`src/rtl/imem_loader_if.sv`:
```
// Byte-stream input and instruction-memory write port of the image loader.
// master = byte source / memory side, slave = loader.
interface imem_loader_if;
  logic [7:0]  in_data;
  logic        in_valid;
  logic        in_ready;
  logic        wr_en;
  logic [31:0] wr_addr;
  logic [31:0] wr_data;

  modport master (
    output in_data, in_valid,
    input  in_ready, wr_en, wr_addr, wr_data
  );

  modport slave (
    input  in_data, in_valid,
    output in_ready, wr_en, wr_addr, wr_data
  );
endinterface

```
`src/rtl/imem_loader.sv`:
```
// Loads a length-prefixed little-endian program image into instruction memory
// and holds the core in reset until the whole image has been written.
module imem_loader #(
  parameter int unsigned DEPTH   = 64,
  parameter int unsigned TIMEOUT = 1000000
) (
  input  logic          clk,
  input  logic          reset,
  input  logic          start,
  imem_loader_if.slave  bus,
  output logic          cpu_reset,
  output logic          done,
  output logic          error,
  output logic [15:0]   words_written
);

  localparam int unsigned TO_W  = $clog2(TIMEOUT + 1);
  localparam int unsigned LEN_W = 16;

  typedef enum logic [2:0] {
    S_IDLE, S_HDR0, S_HDR1, S_DATA, S_WRITE, S_DONE, S_ERR
  } state_t;

  state_t             r_state;
  state_t             w_next;
  logic               r_in_ready;
  logic               r_wr_en;
  logic [31:0]        r_wr_addr;
  logic [31:0]        r_wr_data;
  logic               r_cpu_reset;
  logic               r_done;
  logic               r_error;
  logic [LEN_W-1:0]   r_words_written;
  logic [LEN_W-1:0]   r_len;
  logic [LEN_W-1:0]   r_word_cnt;
  logic [1:0]         r_byte_cnt;
  logic [31:0]        r_word;
  logic [TO_W-1:0]    r_to;

  logic               w_hs;
  logic               w_counting;
  logic               w_timeout;
  logic [LEN_W-1:0]   w_len;
  logic               w_enter_hdr0;

  // State register.
  always_ff @(posedge clk) begin
    if (!reset) r_state <= S_IDLE;
    else        r_state <= w_next;
  end

  // Next-state logic; a handshake always beats an expiring timeout.
  always_comb begin
    w_next     = r_state;
    w_hs       = bus.in_valid & r_in_ready;
    w_counting = (r_state == S_HDR0) || (r_state == S_HDR1) || (r_state == S_DATA);
    w_timeout  = w_counting && !w_hs && (r_to == TO_W'(TIMEOUT - 1));
    w_len      = {bus.in_data, r_len[7:0]};
    case (r_state)
      S_IDLE, S_DONE, S_ERR: begin
        if (start) w_next = S_HDR0;
      end
      S_HDR0: begin
        if (w_hs)           w_next = S_HDR1;
        else if (w_timeout) w_next = S_ERR;
      end
      S_HDR1: begin
        if (w_hs) begin
          if ((w_len == '0) || ({16'd0, w_len} > DEPTH)) w_next = S_ERR;
          else                                           w_next = S_DATA;
        end else if (w_timeout) begin
          w_next = S_ERR;
        end
      end
      S_DATA: begin
        if (w_hs && (r_byte_cnt == 2'd3)) w_next = S_WRITE;
        else if (w_timeout)               w_next = S_ERR;
      end
      S_WRITE: begin
        if ((r_word_cnt + 16'd1) == r_len) w_next = S_DONE;
        else                               w_next = S_DATA;
      end
      default: w_next = S_IDLE;
    endcase
    w_enter_hdr0 = (w_next == S_HDR0) && (r_state != S_HDR0);
  end

  // Registered outputs and datapath, all derived from the upcoming state.
  always_ff @(posedge clk) begin
    if (!reset) begin
      r_in_ready      <= 1'b0;
      r_wr_en         <= 1'b0;
      r_wr_addr       <= '0;
      r_wr_data       <= '0;
      r_cpu_reset     <= 1'b1;
      r_done          <= 1'b0;
      r_error         <= 1'b0;
      r_words_written <= '0;
      r_len           <= '0;
      r_word_cnt      <= '0;
      r_byte_cnt      <= '0;
      r_word          <= '0;
      r_to            <= '0;
    end else begin
      r_in_ready  <= (w_next == S_HDR0) || (w_next == S_HDR1) || (w_next == S_DATA);
      r_wr_en     <= (w_next == S_WRITE);
      r_cpu_reset <= (w_next != S_DONE);
      r_done      <= (w_next == S_DONE);
      r_error     <= (w_next == S_ERR);

      if (w_counting && !w_hs && (w_next == r_state)) r_to <= r_to + TO_W'(1);
      else                                            r_to <= '0;

      if (w_enter_hdr0) begin
        r_words_written <= '0;
        r_word_cnt      <= '0;
        r_byte_cnt      <= '0;
      end

      if ((r_state == S_HDR0) && w_hs) r_len[7:0]  <= bus.in_data;
      if ((r_state == S_HDR1) && w_hs) r_len[15:8] <= bus.in_data;

      if ((r_state == S_DATA) && w_hs) begin
        r_word[{r_byte_cnt, 3'b000} +: 8] <= bus.in_data;
        r_byte_cnt                        <= r_byte_cnt + 2'd1;
        if (r_byte_cnt == 2'd3) begin
          r_wr_data <= {bus.in_data, r_word[23:0]};
          r_wr_addr <= {14'b0, r_word_cnt, 2'b00};
        end
      end

      if (r_state == S_WRITE) begin
        r_words_written <= r_word_cnt + 16'd1;
        r_word_cnt      <= r_word_cnt + 16'd1;
        r_byte_cnt      <= '0;
      end
    end
  end

  assign bus.in_ready   = r_in_ready;
  assign bus.wr_en      = r_wr_en;
  assign bus.wr_addr    = r_wr_addr;
  assign bus.wr_data    = r_wr_data;
  assign cpu_reset      = r_cpu_reset;
  assign done           = r_done;
  assign error          = r_error;
  assign words_written  = r_words_written;

endmodule
```
`src/flat_wrapper.sv`:
```
// flat-port wrapper written by rule: the top's interface ports become plain ports
module imem_loader_flat 
#(
  parameter int unsigned DEPTH   = 64,
  parameter int unsigned TIMEOUT = 1000000
)
  (clk, reset, start, cpu_reset, done, error, words_written, bus_in_data, bus_in_valid, bus_in_ready, bus_wr_en, bus_wr_addr, bus_wr_data);
  imem_loader_if bus_i ();
  input  logic clk;
  input  logic reset;
  input  logic start;
  output logic cpu_reset;
  output logic done;
  output logic error;
  output logic [15:0] words_written;
  input wire logic [$bits(bus_i.in_data)-1:0] bus_in_data;
  input wire logic [$bits(bus_i.in_valid)-1:0] bus_in_valid;
  output wire logic [$bits(bus_i.in_ready)-1:0] bus_in_ready;
  output wire logic [$bits(bus_i.wr_en)-1:0] bus_wr_en;
  output wire logic [$bits(bus_i.wr_addr)-1:0] bus_wr_addr;
  output wire logic [$bits(bus_i.wr_data)-1:0] bus_wr_data;
  assign bus_i.in_data = bus_in_data;
  assign bus_i.in_valid = bus_in_valid;
  assign bus_in_ready = bus_i.in_ready;
  assign bus_wr_en = bus_i.wr_en;
  assign bus_wr_addr = bus_i.wr_addr;
  assign bus_wr_data = bus_i.wr_data;
  imem_loader #(.DEPTH(DEPTH), .TIMEOUT(TIMEOUT)) u_core (.clk(clk), .reset(reset), .start(start), .bus(bus_i), .cpu_reset(cpu_reset), .done(done), .error(error), .words_written(words_written));
endmodule
```
`config.mk`:
```
export PLATFORM = sky130hd
export DESIGN_NAME = imem_loader_flat
export DESIGN_NICKNAME = d
export VERILOG_FILES = /design/src/rtl/imem_loader_if.sv /design/src/rtl/imem_loader.sv /design/src/flat_wrapper.sv
export SDC_FILE = /design/constraint.sdc
export NUM_CORES = 1
export LEC_CHECK = 0
export CAP_MARGIN = 25
export CELL_PAD_IN_SITES_DETAIL_PLACEMENT = 0
export CELL_PAD_IN_SITES_GLOBAL_PLACEMENT = 2
export CORE_ASPECT_RATIO = 0.6
export CORE_MARGIN = 1.5
export CORE_UTILIZATION = 34
export CTS_CLUSTER_SIZE = 20
export DETAILED_ROUTE_END_ITERATION = 8
export PLACE_DENSITY_LB_ADDON = 0.1
export REMOVE_ABC_BUFFERS = 1
export SETUP_SLACK_MARGIN = 0.15
export SYNTH_ARGS = -nofsm -noshare
export SYNTH_HDL_FRONTEND = slang
export SYNTH_SLANG_ARGS = --single-unit
```
`constraint.sdc`:
```
create_clock -name clk -period 4.39 [get_ports clk]
set_clock_uncertainty 0.05 [all_clocks]
set_input_delay 0.878 -clock clk [delete_from_list [all_inputs] [get_ports clk]]
set_output_delay 0.878 -clock clk [all_outputs]
set_load 0.1 [all_outputs]
```
# --- Word-level counts from Yosys, hierarchy flattened ---
# Cells that the tools add are included.
# W data, S select, Z words.
op_classes:
  magnitude_cmp: 1
  n_reduce_logical: 22
  n_eq_ne: 18
  bitwise: 2
  muxes: 13
  shifts: 2
  n_addsub: 4
ops:
  columns: ["operator", "count"]
  rows:
  - ["$bwmux W32", 1]
  - ["$mux W16", 2]
  - ["$shift A8 B7 Y32 const A", 1]
  - ["$shiftx A8 B7 Y32", 1]
  - ["$mux W3", 7]
  - ["$add A20 B1 Y20 const B", 1]
  - ["$eq A20 B20 Y1 const B", 1]
  - ["$eq A3 B3 Y1 const B", 6]
  - ["$add A16 B1 Y16 const B", 1]
  - ["$eq A16 B16 Y1", 1]
  - ["$gt A16 B7 Y1 const B", 1]
  - ["$logic_not A16 Y1", 1]
  - ["$pmux W3 S5", 1]
  - ["$eq A3 B2 Y1 const B", 4]
  - ["$logic_and A1 B1 Y1", 8]
  - ["$neg A5 Y7", 1]
  - ["$eq A3 B1 Y1 const B", 2]
  - ["$logic_or A1 B1 Y1", 5]
  - ["$mux W2", 2]
  - ["$reduce_and A2 Y1", 2]
  - ["$reduce_bool A2 Y1", 2]
  - ["$eq A3 B3 Y1", 1]
  - ["$logic_not A3 Y1", 1]
  - ["$ne A3 B1 Y1 const B", 1]
  - ["other kinds (8)", 8]
word_totals:
  register_bits: 142
  elab_cells: 76
  inputBits: 12
  output_inout_bits: 85

# --- Longest topological paths before layout ---
# Gate-level depths: netlist of run 1.
logic_depth:
  depth_word: 12
  mapped_depth: 9
  mapped_depth_nobuf: 8

# --- Least setup slack after synthesis of run 1 ---
# Ideal clock, no wire load.
synth_path:
  kind: "reg2reg"
  from: "register u_core.r_word_cnt[0]"
  to: "register u_core.r_cpu_reset, in the netlist u_core.cpu_reset"
  stages_incl_launch_ff: 9
  slack_ns: 1.095
  arrival_time_ns: 3.122
  n_path_buf: 0
  synth_period_minus_slack_ns: 3.295
  path_cell_list: "dfxtp_1 > ha_1 > nand3_1 > or4_1 > xnor2_1 > nor3_1 > nand4_1 > a21boi_1 > or2_2"
synth_between:
  elab_chain_cells: 5
synth_lines:
  columns: ["element", "line_no", "text"]
  rows:
  - ["start: declaration", "imem_loader.sv:35", "logic [LEN_W-1:0] r_word_cnt;"]
  - ["start signal: assignment", "imem_loader.sv:134", "r_word_cnt <= r_word_cnt + 16'd1;"]
  - ["$add A16 B1 Y16", "imem_loader.sv:80", "if ((r_word_cnt + 16'd1) == r_len) w_next = S_DONE;"]
  - ["$eq A16 B16 Y1", "imem_loader.sv:80", null]
  - ["$mux W3", "imem_loader.sv:80", null]
  - ["$pmux W3 S5", "imem_loader.sv:59", "case (r_state)"]
  - ["$ne A3 B3 Y1", "imem_loader.sv:107", "r_cpu_reset <= (w_next != S_DONE);"]
  - ["end signal: assignment", "imem_loader.sv:107", null]
  - ["end: declaration", "imem_loader.sv:30", "logic r_cpu_reset;"]
# No other way between the ends.
# A chain may end at the register's enable or synchronous reset.

# --- Worst setup path in the final report of run 1 ---
layout_path:
  from: "input port bus_in_data[5]"
  to: "register u_core.r_word_cnt[11]"
layout_between:
  elab_chain_cells: 8
  word_cells_on_any_way: 9
layout_lines:
  columns: ["element", "line_no", "text"]
  rows:
  - ["start: declaration", "flat_wrapper.sv:16", "input wire logic [$bits(bus_i.in_data)-1:0] bus_in_data;"]
  - ["$gt A16 B7 Y1 / $logic_not A16 Y1 (equally long branches)", "imem_loader.sv:69", "if ((w_len == '0) || ({16'd0, w_len} > DEPTH)) w_next = S_ERR;"]
  - ["$logic_or A1 B1 Y1 *", "imem_loader.sv:69", null]
  - ["$mux W3 *", "imem_loader.sv:69", null]
  - ["$mux W3 *", "imem_loader.sv:68", "if (w_hs) begin"]
  - ["$pmux W3 S5 *", "imem_loader.sv:59", null]
  - ["$eq A3 B1 Y1 *", "imem_loader.sv:85", "w_enter_hdr0 = (w_next == S_HDR0) && (r_state != S_HDR0);"]
  - ["$logic_and A1 B1 Y1 *", "imem_loader.sv:85", null]
  - ["$reduce_bool A2 Y1 (no source line) *", null, null]
# Mark *: on every way between the ends. The rest lies on a longest branch, timed or not.

==> impl_results.md, run 1 <==
* Arr. time, crit path at 3.65 ns
* CP peak stage delay at 0.59 ns
* Core Area at 17180 um^2
* Critical path type: input pin to register
* Worst Max-Slew Pin Slew at 1.084 ns
* Wire per inst at 16.20 um
* CP cell instances: clkdlybuf4s50_1, nor4_1, nand3_1, or4b_1, a211o_1, a221oi_4, buf_4, nand4b_1, o31ai_1
* Initial antenna violation count at 0
* Die H at 105.6 um
* Top cells by area, synth: dfxtp_1 45%, nand2_1 9.2%, a21oi_1 6.9%
* CP max stage cell: nor4_1
* Post-DRT Antenna Nets at 0
* Mapped Area at 5971 um^2
* FF-to-FF End: u_core.cpu_reset
* Antenna Cells at 0
* CTS tree: yes
* Critical path peak fanout at 18
* Final Non-Filler Cells at 1045
* CTS buffer count at 17
* Slew HR at 27.55%
* Clock tree buffer depth at 2
* Worst reg-to-reg setup slack at 1.05 ns
* Htree depth at 4
* Clock latency on the worst-skew pair at 0.42 ns
* Clock sink count at 134
* Yosys warns at 0
* Post-CTS Resized at 0
* Post-route DRC violation count at 0
* Number of synthesized flops with an enable pin at 0
* Syn Inst Count at 732
* Die Wd at 174.1 um
* Grt total ovfl at 0
* Status: completed
* Vias in the first global route at 4993
* # IOs at 97
* Peak Freq at 292.0 MHz
* Final hold slack at 0.4015 ns
* Distinct cells, synth at 49
* Ys flop type: dfxtp_1
* Largest net degree at the start of global routing at 58
* Leak pwr at 2.531 nW
* Synth area leader: dfxtp_1
* Cell Int Power at 2.137 mW
* Placed inst area at 6928 um^2
* WHS Endpoint: u_core.bus.wr_data[6]
* Worst hold start: u_core.r_word[6]
* Reg clk slew, reported paths at 0.06 ns
* Fin nets at 817
* Reg2Reg Depth at 8
* Share of the synthesized area in the top cell type at 44.93%
* Final setup viols at 0
* Hpwl dp at 11500 um
* Sw frac at 25.17%
* Std cell rows at 37
* Final instance area at 7528 um^2
* CP endpoint kind: register
* Slew Viols, Final at 0
* Area grow syn2layout at 26.09%
* Hold_buf cts at 0
* RePlAce Congestion at 0.8634
* Power density over the cells at 379.4 nW/um^2
* Average size of a mapped cell at 8.157 um^2
* Share of cells above drive strength 1 at 6.042%
* Number of setup buffers added after CTS at 0
* DRT Wirelength at 16920 um
* Placed Cells at 1013
* Detail-routed via count per cell at 5.008
* Unrepaired setup endpoints after global routing: no
* Post-synthesis sequential area ratio at 44.93%
* Post-synth ARST share at 0%
* Initial cell density of the core at 34.76%
* Combinational cell fraction of total power at 6.2%
* Sequential power share at 43.1%
* HP Class: register to register
* Clock root cell: clkbuf_16
* Final hold vios at 0
* Critical Path RT at 4.62 ns
* Drt pass-1 iters at 7
* R2R Path Start: u_core.r_word_cnt[0]
* Worst hold path depth at 2
* Clk network pwr share at 50.7%
* Psw at 719.0 uW
* Vias at 5233
* DR iter-0 viols at 418
* Setup crit start kind: input pin
* Tmin final at 3.425 ns
* # Max-Cap Violations at 0
* Seq cells post-synth at 134
* VDD IR max at 222.9 uV
* Number of buffers added on ports at 80
* Wire length of the first global-routing pass at 27560 um
* Fin crit share at 78.02%
* Tot GR Track Use at 19.14%
* Die ar. at 18390 um^2
==> synthesized netlist by cell type, types with 4 or more instances <==
cell and n:
a21oi_1 82, nand4_1 8, o22ai_1 6, ha_1 7, nor2_1 47, nand3_1 48, nor3_1 13, clkbuf_1 44
or3_1 6, or4_1 4, dfxtp_1 134, o32ai_1 9, nor4_1 7, and4_1 8, xor2_1 18, xnor2_1 22
and3_1 7, o211ai_1 11, o21ai_0 8, inv_1 16, mux2i_1 16, buf_4 16, nor3b_1 4, and2_1 8
nand2_1 147
==> cell families after synthesis <==
kind of cell | synth area share [%]
buffers and inverters | 5.972
DFF | 44.93
xor gates and xnor gates | 5.867
adders and majority gates | 1.467
muxes | 2.682
AOI/OAI and AO/OA | 13.79
other | 0.06281
and+or+nand+nor | 25.23
==> metrics by stage <==
stage               setup TNS, ns  worst slack (ns)  util, %  total power, mW
finish                          0            0.9650    43.83            2.856
global route                    0            0.8334    43.83            2.965
floorplan                  -3.636           -0.3430        -            1.375
global placement                0            0.5235    40.34            1.434
CTS                             0             1.007    43.83            2.895
detailed placement              0            0.5655    40.34            1.434
==> power by group through the flow <==
| stage | sequential [mW] | clock (mW) | combinational, mW |
|---|---|---|---|
| after floorplan | 1.26 | 0 | 0.113 |
| after global placement | 1.26 | 0 | 0.177 |
| after detailed placement | 1.26 | 0 | 0.177 |
| after CTS | 1.23 | 1.49 | 0.178 |
| after global routing | 1.23 | 1.55 | 0.189 |
| final | 1.23 | 1.45 | 0.178 |
==> how the worst max path moves through the flow <==
stage / start / to / slack (ns) / depth (start not counted)
2_1_floorplan: u_core.bus.in_ready / u_core.cpu_reset / -0.34 / 6
3_3_place_gp: bus_in_data[5] / u_core.r_word_cnt[11] / 0.52 / 9
3_5_place_dp: bus_in_data[5] / u_core.r_word_cnt[11] / 0.57 / 9
4_1_cts: bus_in_data[5] / u_core.r_word_cnt[11] / 1.01 / 9
5_1_grt: u_core.r_word_cnt[0] / u_core.bus.wr_en / 0.83 / 8
6_report: bus_in_data[5] / u_core.r_word_cnt[11] / 0.96 / 9
==> sequential cells by signal (all words and copies together), names as in the netlist <==
name and flops:
u_core.r_word_cnt 16, u_core.error 1, u_core.bus.wr_en 1, u_core.r_len 16, u_core.bus.wr_addr 16, u_core.bus.wr_data 32
u_core.cpu_reset 1, u_core.r_byte_cnt 2, u_core.r_state 3, u_core.r_to 20, u_core.r_word 24, u_core.done 1
u_core.bus.in_ready 1
==> critical path: cells and delay by family <==
| family | cells | cell delay, ns |
|---|---|---|
| simple gates | 4 | 1.42 |
| buf+inv | 2 | 0.73 |
| compound gates | 3 | 0.60 |
==> metal layers <==
layer / track usage, % / vias up / wire length [um]
met3: 4.149 / 4 / 800
met5: 0 / - / 0
met4: 4.803 / 0 / 57
met1: 30.02 / 2471 / 9388
met2: 25.69 / 113 / 6677
li1: - / 2645 / -
==> layout make-up <==
type | instances | area [um^2]
clock buffer | 20 | 456.7
clock inverter | 12 | 143.9
fill | 1726 | 9647
inverter | 16 | 60.06
multi-input combinational | 536 | 2994
sequential | 134 | 2683
tap | 234 | 292.8
timing repair buffer | 93 | 898.4
==> cells in the final DEF, fill, tap and decap left out, types with 8 or more instances in the layout <==
cell / count
and4_1: 8
nand2_1: 147
dfxtp_1: 134
conb_1: 16
and2_1: 8
nand4_1: 8
mux2i_1: 16
clkbuf_16: 17
nor2_1: 47
nor3_1: 12
nand3_1: 48
o21ai_0: 8
clkdlybuf4s50_1: 80
xor2_1: 18
a21oi_1: 82
o32ai_1: 9
inv_1: 15
xnor2_1: 22
buf_4: 13
o211ai_1: 11
(Power assumes the default switching activity.)
==> run 2, diff against run 1 <==
- CORE_UTILIZATION: 34 -> 31
- clock period: 4.39 -> 3.2 ns (I/O delays scaled with it)
==> run 2 against run 1 <==
Compared with the run above:
- clock-buffer cell count unchanged
- worst hold slack better by 0.00054 ns
- worst setup slack worse by 0.69 ns
- largest power group unchanged
- final cell count up 4.7%
- wire length up 6.2%
- highest routed layer unchanged
- power up 37%
- first-iteration DRC count up 6.9%
- global-route usage down 0.77 points
- die area up 9.5%
- combinational power up 55%
- non-clock buffer count up 38
- design area up 1.7%
==> impl_results.md, run 2 (synthesis gave the netlist of run 1 again) <==
* Status: completed
* Worst reg-to-reg setup slack at 0.32 ns (-0.73 ns)
* Std cell rows at 39 (+5.4%)
* Arr. time, crit path at 3.17 ns (-0.48 ns)
* RePlAce Congestion at 0.8151 (-5.6%)
* Placed Cells at 1063 (+4.9%)
* Number of buffers added on ports at 80 (unchanged)
* Most frequent cells in the layout: 147 x nand2_1, 134 x dfxtp_1, 119 x buf_4
* Final hold vios at 0 (unchanged)
* Leak pwr at 2.855 nW (+13%)
* Core Area at 18930 um^2 (+10%)
* Die Wd at 182.2 um (+4.6%)
* Slew Viols, Final at 0 (unchanged)
* Post-DRT Antenna Nets at 0 (unchanged)
* Fin crit share at 91.55%
* Fin nets at 855 (+4.7%)
* Hold_buf cts at 0 (unchanged)
* Wire length of the first global-routing pass at 28720 um (+4.2%)
* Worst Max-Slew Pin Slew at 0.9246 ns (-0.1598 ns)
* Peak Freq at 341.3 MHz
* Setup crit start kind: input pin
* Final Non-Filler Cells at 1094 (+4.7%)
* Hpwl dp at 12880 um (+12%)
* Clock root cell: clkbuf_16
* Clock tree buffer depth at 2 (unchanged)
* Initial antenna violation count at 0 (unchanged)
* Vias in the first global route at 5157 (+3.3%)
* Wire per inst at 16.42 um (+1.4%)
* HP Class: register to register
* DRT Wirelength at 17970 um (+6.2%)
* Placed inst area at 7068 um^2 (+2.0%)
* Post-CTS Resized at 0 (unchanged)
* Clock sink count at 134 (unchanged)
* CTS buffer count at 17 (unchanged)
* Final setup viols at 0 (unchanged)
* Reg clk slew, reported paths at 0.05 ns (about the same)
* Die H at 110.5 um (+4.6%)
* Share of cells above drive strength 1 at 18.40% (+12 points)
* Post-route DRC violation count at 0 (unchanged)
* Die ar. at 20130 um^2 (+9.5%)
* Setup_tns at 0 ns (unchanged)
* Critical path type: input pin to register
* Unrepaired setup endpoints after global routing: no
* Final instance area at 7657 um^2 (+1.7%)
* Power density over the cells at 511.1 nW/um^2 (+35%)
* Vias at 5433 (+3.8%)
* Htree depth at 4 (unchanged)
* Number of setup buffers added after CTS at 0 (unchanged)
* Max reg flops at 32 (unchanged)
* Slew HR at 38.23% (+11 points)
* # IOs at 97 (unchanged)
* Grt total ovfl at 0 (unchanged)
* Area grow syn2layout at 28.25%
* # Max-Cap Violations at 0 (unchanged)
* Final hold slack at 0.4020 ns (+0.0005350 ns)
* DR iter-0 viols at 447 (+6.9%)
* Drt pass-1 iters at 5 (-2)
* CTS tree: yes
* Largest net degree at the start of global routing at 73 (+26%)
* Clock latency on the worst-skew pair at 0.42 ns (about the same)
* Most common cell after layout, fill and taps aside: nand2_1
* Critical path peak fanout at 6 (-12)
* Tot GR Track Use at 18.37% (-0.77 points)
* Critical Path RT at 3.44 ns (-1.18 ns)
* Tmin final at 2.930 ns
* Antenna Cells at 0 (unchanged)
* CP endpoint kind: register
* VDD IR max at 340.2 uV (+53%)
* Detail-routed via count per cell at 4.966 (-0.83%)
* Initial cell density of the core at 31.54% (-3.2 points)
-- run 2: cell types whose count changed in the layout (fill, tap and decap cells not counted), moves of 2 or more --
cell	before	now
clkdlybuf4s50_1	80	11
clkinvlp_4	2	4
buf_4	13	119
clkinv_4	4	2
-- run 2: final timing paths --
kind	from	to	cells after the start
worst max-delay path	bus_in_data[5]	u_core.r_word_cnt[9]	10
worst min-delay path	u_core.r_word[2]	u_core.r_word[2]	2
worst max register to register	u_core.r_len[0]	u_core.r_word_cnt[9]	8
worst min register to register	u_core.r_word[2]	u_core.r_word[2]	2
-- run 2: report_power, final --
group,switching (mW),total (mW),internal [mW]
registers,0.0103,1.69,1.68
logic,0.202,0.276,0.0746
clock network,0.766,1.95,1.19
-- run 2: metal layers --
| metal | share of wire (%) | up-vias | global-route usage (%) |
|---|---|---|---|
| met1 | 55 | 2577 | 28.43 |
| li1 | - | 2706 | - |
| met4 | 1.0 | 0 | 4.628 |
| met5 | 0 | - | 0 |
| met3 | 5.7 | 12 | 4.947 |
| met2 | 39 | 138 | 24.47 |
-- run 2: worst max-delay path, stage by stage --
cell,delay (ns)
clkdlybuf4s50_1,0.46
nor4_2,0.30
buf_4,0.16
nand3_1,0.10
or4b_1,0.51
a211o_1,0.32
a221oi_4,0.19
buf_4,0.21
buf_4,0.16
o21ai_0,0.10
-- run 2: per-stage QoR --
step	total power [mW]	worst slack, ns	utilization (%)
after floorplan	1.887	-1.533	-
after global placement	1.996	-0.09460	37.33
after detailed placement	1.997	-0.1644	37.33
after CTS	3.960	0.2607	40.41
after global routing	4.051	0.1598	40.44
final	3.914	0.2702	40.44
-- run 2: cell type report --
type,instances,area (um^2)
clock buffer,20,456.7
clock inverter,11,126.4
multi-input combinational,536,3000
timing repair buffer,131,1023
inverter,16,60.06
tap,246,307.8
sequential,134,2683
fill,1966,11280
